## src/rtl/debug_tx_dump_pkg.sv

```systemverilog
// debug_tx_dump_pkg
//   Shared constants and helpers for the debug context-dump serializer.
//   Contents:
//     UART_BYTE       - width of one UART character
//     dump_state_e    - serializer state encoding (IDLE, LOAD, SEND, WAIT, DONE)
//     dump_words()    - words per dump: PC + register file + data-memory window
//     index_width()   - bits needed to index every dumped word
//     bytes_per_word()- UART characters per data word
//     count_width()   - bits needed for the per-word byte counter
package debug_tx_dump_pkg;

    localparam int UART_BYTE = 8;

    typedef enum logic [2:0] {
        ST_IDLE = 3'd0,
        ST_LOAD = 3'd1,
        ST_SEND = 3'd2,
        ST_WAIT = 3'd3,
        ST_DONE = 3'd4
    } dump_state_e;

    function automatic int dump_words(input int rf_depth, input int dm_depth);
        return 32'sd1 + rf_depth + dm_depth;
    endfunction

    function automatic int index_width(input int words);
        return (words > 32'sd1) ? $clog2(words) : 32'sd1;
    endfunction

    function automatic int bytes_per_word(input int nbits);
        return nbits / UART_BYTE;
    endfunction

    function automatic int count_width(input int bpw);
        return (bpw > 32'sd1) ? $clog2(bpw) : 32'sd1;
    endfunction

endpackage

```

## src/rtl/debug_tx_dump.sv

```systemverilog
// debug_tx_dump
//   Serializes a fixed processor-context dump over a byte-wide UART TX
//   handshake once the debug controller raises send_flag: the PC, every
//   register-file word, then a window of data-memory words, each word sent
//   most-significant byte first.
// Ports:
//   clk, reset          - clock and asynchronous active-high reset
//   send_flag           - dump request, acted on at a 0->1 transition in IDLE
//   pc_value            - PC, sampled when word 0 is loaded
//   rf_data / rf_addr   - register-file debug read port (combinational read)
//   dm_data / dm_addr   - data-memory debug read port (combinational read)
//   tx_data, tx_start   - byte to send and its one-cycle start pulse
//   tx_done             - one-cycle pulse from the UART: byte shifted out
//   send_done           - 1 while idle / complete, 0 while a dump is running
module debug_tx_dump
    import debug_tx_dump_pkg::*;
#(
    parameter int NBITS          = 32,
    parameter int RF_DEPTH       = 32,
    parameter int RF_ADDR_LENGTH = 5,
    parameter int DM_DEPTH       = 32,
    parameter int DM_ADDR_LENGTH = 5
) (
    input  logic                      clk,
    input  logic                      reset,
    input  logic                      send_flag,
    input  logic [NBITS-1:0]          pc_value,
    input  logic [NBITS-1:0]          rf_data,
    input  logic [NBITS-1:0]          dm_data,
    input  logic                      tx_done,
    output logic [RF_ADDR_LENGTH-1:0] rf_addr,
    output logic [DM_ADDR_LENGTH-1:0] dm_addr,
    output logic [7:0]                tx_data,
    output logic                      tx_start,
    output logic                      send_done
);

    localparam int WORDS = dump_words(RF_DEPTH, DM_DEPTH);
    localparam int IDX_W = index_width(WORDS);
    localparam int BPW   = bytes_per_word(NBITS);
    localparam int BC_W  = count_width(BPW);

    localparam logic [IDX_W-1:0] LAST_IDX  = IDX_W'(WORDS - 32'sd1);
    localparam logic [BC_W-1:0]  LAST_BYTE = BC_W'(BPW - 32'sd1);

    dump_state_e       state_r;
    logic [IDX_W-1:0]  index_r;
    logic [BC_W-1:0]   byte_cnt_r;
    logic [NBITS-1:0]  shift_r;
    logic              flag_prev_r;

    logic [NBITS-1:0]  word_sel_s;
    logic [IDX_W-1:0]  index_inc_s;

    // Register-file address for a dump index (indices 1..RF_DEPTH map to 0..RF_DEPTH-1).
    function automatic logic [RF_ADDR_LENGTH-1:0] rf_addr_of(input logic [IDX_W-1:0] idx);
        if ((32'(idx) >= 32'd1) && (32'(idx) <= 32'(RF_DEPTH))) begin
            return RF_ADDR_LENGTH'(32'(idx) - 32'd1);
        end else begin
            return {RF_ADDR_LENGTH{1'b0}};
        end
    endfunction

    // Data-memory word address for a dump index (indices after the register file).
    function automatic logic [DM_ADDR_LENGTH-1:0] dm_addr_of(input logic [IDX_W-1:0] idx);
        if (32'(idx) > 32'(RF_DEPTH)) begin
            return DM_ADDR_LENGTH'(32'(idx) - 32'd1 - 32'(RF_DEPTH));
        end else begin
            return {DM_ADDR_LENGTH{1'b0}};
        end
    endfunction

    // Select the source word for the current index; read ports are already
    // addressed because addresses are updated together with the index.
    always_comb begin
        word_sel_s = pc_value;
        if (index_r == {IDX_W{1'b0}}) begin
            word_sel_s = pc_value;
        end else if (32'(index_r) <= 32'(RF_DEPTH)) begin
            word_sel_s = rf_data;
        end else begin
            word_sel_s = dm_data;
        end
    end

    // Next word index, used when advancing across a word boundary.
    always_comb begin
        index_inc_s = index_r + IDX_W'(1);
    end

    // Dump sequencer: edge detect, word load, byte send/wait, completion.
    always_ff @(posedge clk or posedge reset) begin
        if (reset) begin
            state_r     <= ST_IDLE;
            index_r     <= {IDX_W{1'b0}};
            byte_cnt_r  <= {BC_W{1'b0}};
            shift_r     <= {NBITS{1'b0}};
            flag_prev_r <= 1'b0;
            rf_addr     <= {RF_ADDR_LENGTH{1'b0}};
            dm_addr     <= {DM_ADDR_LENGTH{1'b0}};
            tx_data     <= 8'h00;
            tx_start    <= 1'b0;
            send_done   <= 1'b1;
        end else begin
            flag_prev_r <= send_flag;
            tx_start    <= 1'b0;
            case (state_r)
                ST_IDLE: begin
                    send_done <= 1'b1;
                    if (send_flag && !flag_prev_r) begin
                        index_r   <= {IDX_W{1'b0}};
                        rf_addr   <= {RF_ADDR_LENGTH{1'b0}};
                        dm_addr   <= {DM_ADDR_LENGTH{1'b0}};
                        send_done <= 1'b0;
                        state_r   <= ST_LOAD;
                    end
                end
                ST_LOAD: begin
                    shift_r    <= word_sel_s;
                    byte_cnt_r <= {BC_W{1'b0}};
                    state_r    <= ST_SEND;
                end
                ST_SEND: begin
                    tx_start <= 1'b1;
                    tx_data  <= shift_r[NBITS-1 -: UART_BYTE];
                    state_r  <= ST_WAIT;
                end
                ST_WAIT: begin
                    // A tx_done coinciding with our own start pulse belongs
                    // to no byte of ours and is dropped.
                    if (tx_done && !tx_start) begin
                        shift_r    <= shift_r << UART_BYTE;
                        byte_cnt_r <= byte_cnt_r + BC_W'(1);
                        if (byte_cnt_r != LAST_BYTE) begin
                            state_r <= ST_SEND;
                        end else if (index_r == LAST_IDX) begin
                            state_r <= ST_DONE;
                        end else begin
                            index_r <= index_inc_s;
                            rf_addr <= rf_addr_of(index_inc_s);
                            dm_addr <= dm_addr_of(index_inc_s);
                            state_r <= ST_LOAD;
                        end
                    end
                end
                ST_DONE: begin
                    send_done <= 1'b1;
                    state_r   <= ST_IDLE;
                end
                default: begin
                    send_done <= 1'b1;
                    state_r   <= ST_IDLE;
                end
            endcase
        end
    end

endmodule
```

## config.mk

```make
export PLATFORM = sky130hd
export DESIGN_NAME = debug_tx_dump
export DESIGN_NICKNAME = d
export VERILOG_FILES = /design/src/rtl/debug_tx_dump_pkg.sv /design/src/rtl/debug_tx_dump.sv
export SDC_FILE = /design/constraint.sdc
export NUM_CORES = 1
export LEC_CHECK = 0
export ABC_AREA = 1
export CELL_PAD_IN_SITES_DETAIL_PLACEMENT = 0
export CELL_PAD_IN_SITES_GLOBAL_PLACEMENT = 1
export CORE_UTILIZATION = 32
export DETAILED_ROUTE_END_ITERATION = 10
export GPL_TIMING_DRIVEN = 0
export PLACE_DENSITY_LB_ADDON = 0.1
export SYNTH_ARGS = -nofsm -noshare
export SYNTH_HDL_FRONTEND = slang
export SYNTH_SLANG_ARGS = --single-unit
```

## constraint.sdc

```tcl
create_clock -name clk -period 2.75 [get_ports clk]
set_input_delay 0.55 -clock clk [delete_from_list [all_inputs] [get_ports clk]]
set_output_delay 0.55 -clock clk [all_outputs]
set_load 0.005 [all_outputs]
```

==> results by group <==
Clock network
  – Num Clock Sinks: 65
  – Post-CTS Setup Bufs: 0
  – CTS root buffer: clkbuf_16
  – TritonCTS clock tree: yes
  – Clk Latency, worst-skew pair: 0.32 ns
  – Worst-path clk slew: 0.05 ns
  – Hold-fix buffers, CTS: 0
  – Clock Path Buffers: 2
  – CTS buffer count: 9
  – H-tree lvl count: 3
  – Post-CTS sizing: 0

Detailed routing
  – Antenna-violating nets left: 0
  – Via density: 4.893
  – DRT Pass-1 Iters: 5
  – Drt total wl: 11350 microns
  – Routed WL per cell: 14.12 microns
  – Starting DRC count in detailed routing: 212
  – Total number of vias: 3934
  – DRC errors left: 0

Timing
  – Period utilization: 85.27%
  – Least-Margin Pin Slew: 0.7931 ns
  – Final setup viols: 0
  – Unrepaired setup endpoints after global routing: false
  – Post-layout min period: 2.345 ns
  – Slew headroom: 47.13%
  – Max-slew violations: 0
  – Setup TNS: 0 ns
  – Clk_skew: 0.007856 ns
  – Fmax: 0.4265 GHz
  – Final Hold Fails: 0

Synth
  – Synth area leaders: dfrtp_1 (43%), nand2_1 (17%), nand3_1 (10%), nor2_1 (7.8%), a21oi_1 (5.6%)
  – Post-Syn Area: 3726 sq um
  – Count of cell types in the netlist: 30
  – Mapped Cells: 525
  – Synth cell count leaders: nand2_1 (164), nand3_1 (78), nor2_1 (77)
  – Seq/Total Area, Yosys: 43.69%
  – Post-Syn Nets: 629
  – Most frequent cell after synthesis: nand2_1
  – Commonest register cell after synthesis: dfrtp_1
  – Post-synth EDFFs: 0
  – YS warnings: 0
  – Yosys top cell area share: 42.98%
  – Seq cells post-synth: 65
  – Yosys top cell by area: dfrtp_1
  – Post-Syn Area per Cell: 7.097 sq um
  – FFs w/ async S/R, synth: 100.0%

Finish
  – Ant. Diodes: 0
  – Area growth syn-to-layout: 45.37%
  – Layout cell share with drive strength beyond 1: 7.564%
  – Final nets: 760
  – Post-route cell area: 5416 sq um

Worst setup path
  – Critical path type: flop to flop
  – Crit end category: flop
  – Crit-path most repeated cell: nand2_1
  – Worst Path Arrival: 2.55 ns
  – Critical-path top delay cell: a21oi_1
  – Worst path max stage delay: 0.66 ns
  – Maximum fanout along the worst path: 10
  – Worst path cell trace: clkbuf_1, a21oi_1, nand2_1, buf_2, nand2_1, nand3_1, nand2_1, a21oi_1
  – Critical Path RT: 2.95 ns
  – Crit start category: flop

Die
  – Placement Rows: 39
  – Die area: 12080 sq um
  – Core area: 11370 sq um
  – Initial Util: 32.77%
  – Die X: 109.9 microns
  – IO Count: 120
  – Vert. Die Dim: 109.9 microns

Global routing
  – Tot GR Track Use: 19.79%
  – Gr ovfl total: 0
  – Initial antenna violation count: 0
  – Vias in the first global route: 3767
  – First-pass GRT wire length: 18150 microns
  – Pin count of the biggest net entering global routing: 35

Pwr
  – Sequential Power Share: 34.8%
  – Clock Power Share: 26.0%
  – P_int: 0.002765 W
  – Pwr/cell area: 807.2 nW/um^2
  – Switching part of the total: 36.76%
  – Switch Pwr: 0.001607 W
  – VDD IR max: 364.7 uV
  – Lkg Pwr: 2.458 nW
  – Comb power frac: 39.2%

Placed design
  – Cell Area, Placed: 5116 sq um
  – Buffers on Ports: 119
  – GPL Wtd Cong: 0.8020
  – DP HPWL: 8967 microns

Worst hold path
  – Hold crit path type: flop to flop

Job
  – Max-cap viol count: 0

Run status
  – Status: finished, final reports clean
==> final timing paths <==
check                      slack [ns]       start     endpoint  depth (start not counted)
setup / recovery                 0.41  index_r[4]  shift_r[17]                          8
hold / removal                   0.48  rf_addr[4]   rf_addr[4]                          2
setup reg to reg                 0.41  index_r[4]  shift_r[17]                          8
hold reg to reg                  0.48  rf_addr[4]   rf_addr[4]                          2
max in group asynchronous        1.46       reset   shift_r[8]                          3
min in group asynchronous        0.67       reset   shift_r[0]                          2
==> logic make-up after synthesis <==
logic type      count (synthesis)  synth area share, %
buf+inv                        49                5.708
flops                          65                43.69
xor+xnor                        3               0.7053
compound gates                 69                10.68
fa+ha+maj                       4                1.343
simple gates                  335                37.88
==> cells in the final DEF (no fill, tap or decap), types with 2 or more instances in the layout <==
| master | netlist | routed |
|---|---|---|
| o21ai_0 | 7 | 7 |
| a21oi_1 | 42 | 42 |
| a22oi_1 | 4 | 4 |
| ha_1 | 4 | 4 |
| nor2_1 | 77 | 77 |
| clkinv_2 | 0 | 2 |
| inv_1 | 16 | 15 |
| o211ai_1 | 12 | 12 |
| nand3_1 | 78 | 78 |
| clkbuf_1 | 9 | 11 |
| clkbuf_16 | 0 | 9 |
| nor2_4 | 2 | 2 |
| buf_2 | 17 | 17 |
| clkbuf_8 | 0 | 2 |
| inv_2 | 2 | 3 |
| clkdlybuf4s50_1 | 0 | 119 |
| nand2_1 | 164 | 164 |
| dfrtp_1 | 64 | 64 |
| buf_1 | 2 | 2 |
| nand2_2 | 2 | 2 |
| buf_4 | 2 | 2 |
| nand4_1 | 3 | 3 |
| nor2_2 | 6 | 6 |
| xnor2_1 | 2 | 2 |
==> sequential cells by signal, summed over array words and instances, names as in the netlist <==
| signal | count |
|---|---|
| byte_cnt_r | 2 |
| dm_addr | 5 |
| flag_prev_r | 1 |
| index_r | 7 |
| rf_addr | 5 |
| send_done | 1 |
| shift_r | 32 |
| state_r | 3 |
| tx_data | 8 |
| tx_start | 1 |
==> metal layers <==
metal | global-route usage (%) | vias to the layer above | part of all wire, % | wire (microns)
met1 | 25.74 | 1834 | 46 | 5176
met5 | 0 | - | 0 | 0
met2 | 33.44 | 100 | 50 | 5630
met3 | 2.845 | 12 | 3.5 | 396
met4 | 6.762 | 0 | 1.3 | 147
li1 | - | 1988 | - | -
==> power by group through the flow <==
stage / clock [W] / combinational [W] / sequential [W]
floorplan: 0 / 0.00109 / 0.00147
global placement: 0 / 0.00169 / 0.00153
detailed placement: 0 / 0.00171 / 0.00154
CTS: 0.00116 / 0.00172 / 0.00152
global route: 0.00121 / 0.00196 / 0.00156
finish: 0.00114 / 0.00171 / 0.00152
==> stage by stage <==
stage               utilization, %  cells  hold WS [ns]  total power (W)  setup slack (ns)
CTS                          47.64    804        0.4828         0.004412            0.4480
finish                       47.64    804        0.4786         0.004372            0.4052
global placement             44.82    787        0.4631         0.003215           -0.5603
detailed placement           45.00    788        0.4704         0.003251            0.4621
global route                 47.64    804        0.5082         0.004726            0.2513
floorplan                        -    525        0.4426         0.002562            0.5752
==> cell type report <==
cell class	instances	area [sq um]
timing repair buffer	120	1211
sequential	65	1628
buffer	30	141.4
fill	1231	5953
multi-input combinational	411	1886
clock inverter	3	40.04
clock buffer	13	260.3
tap	143	178.9
inverter	19	71.32
==> worst max-delay path, delay by kind of cell, from the launching register on <==
kind | cells | cell delay, ns
buffers and inverters | 2 | 0.46
AND/OR/NAND/NOR | 4 | 0.67
AO/OA/AOI/OAI | 2 | 0.74
flip-flops | 1 | 0.35
(Power assumes the default switching activity.)
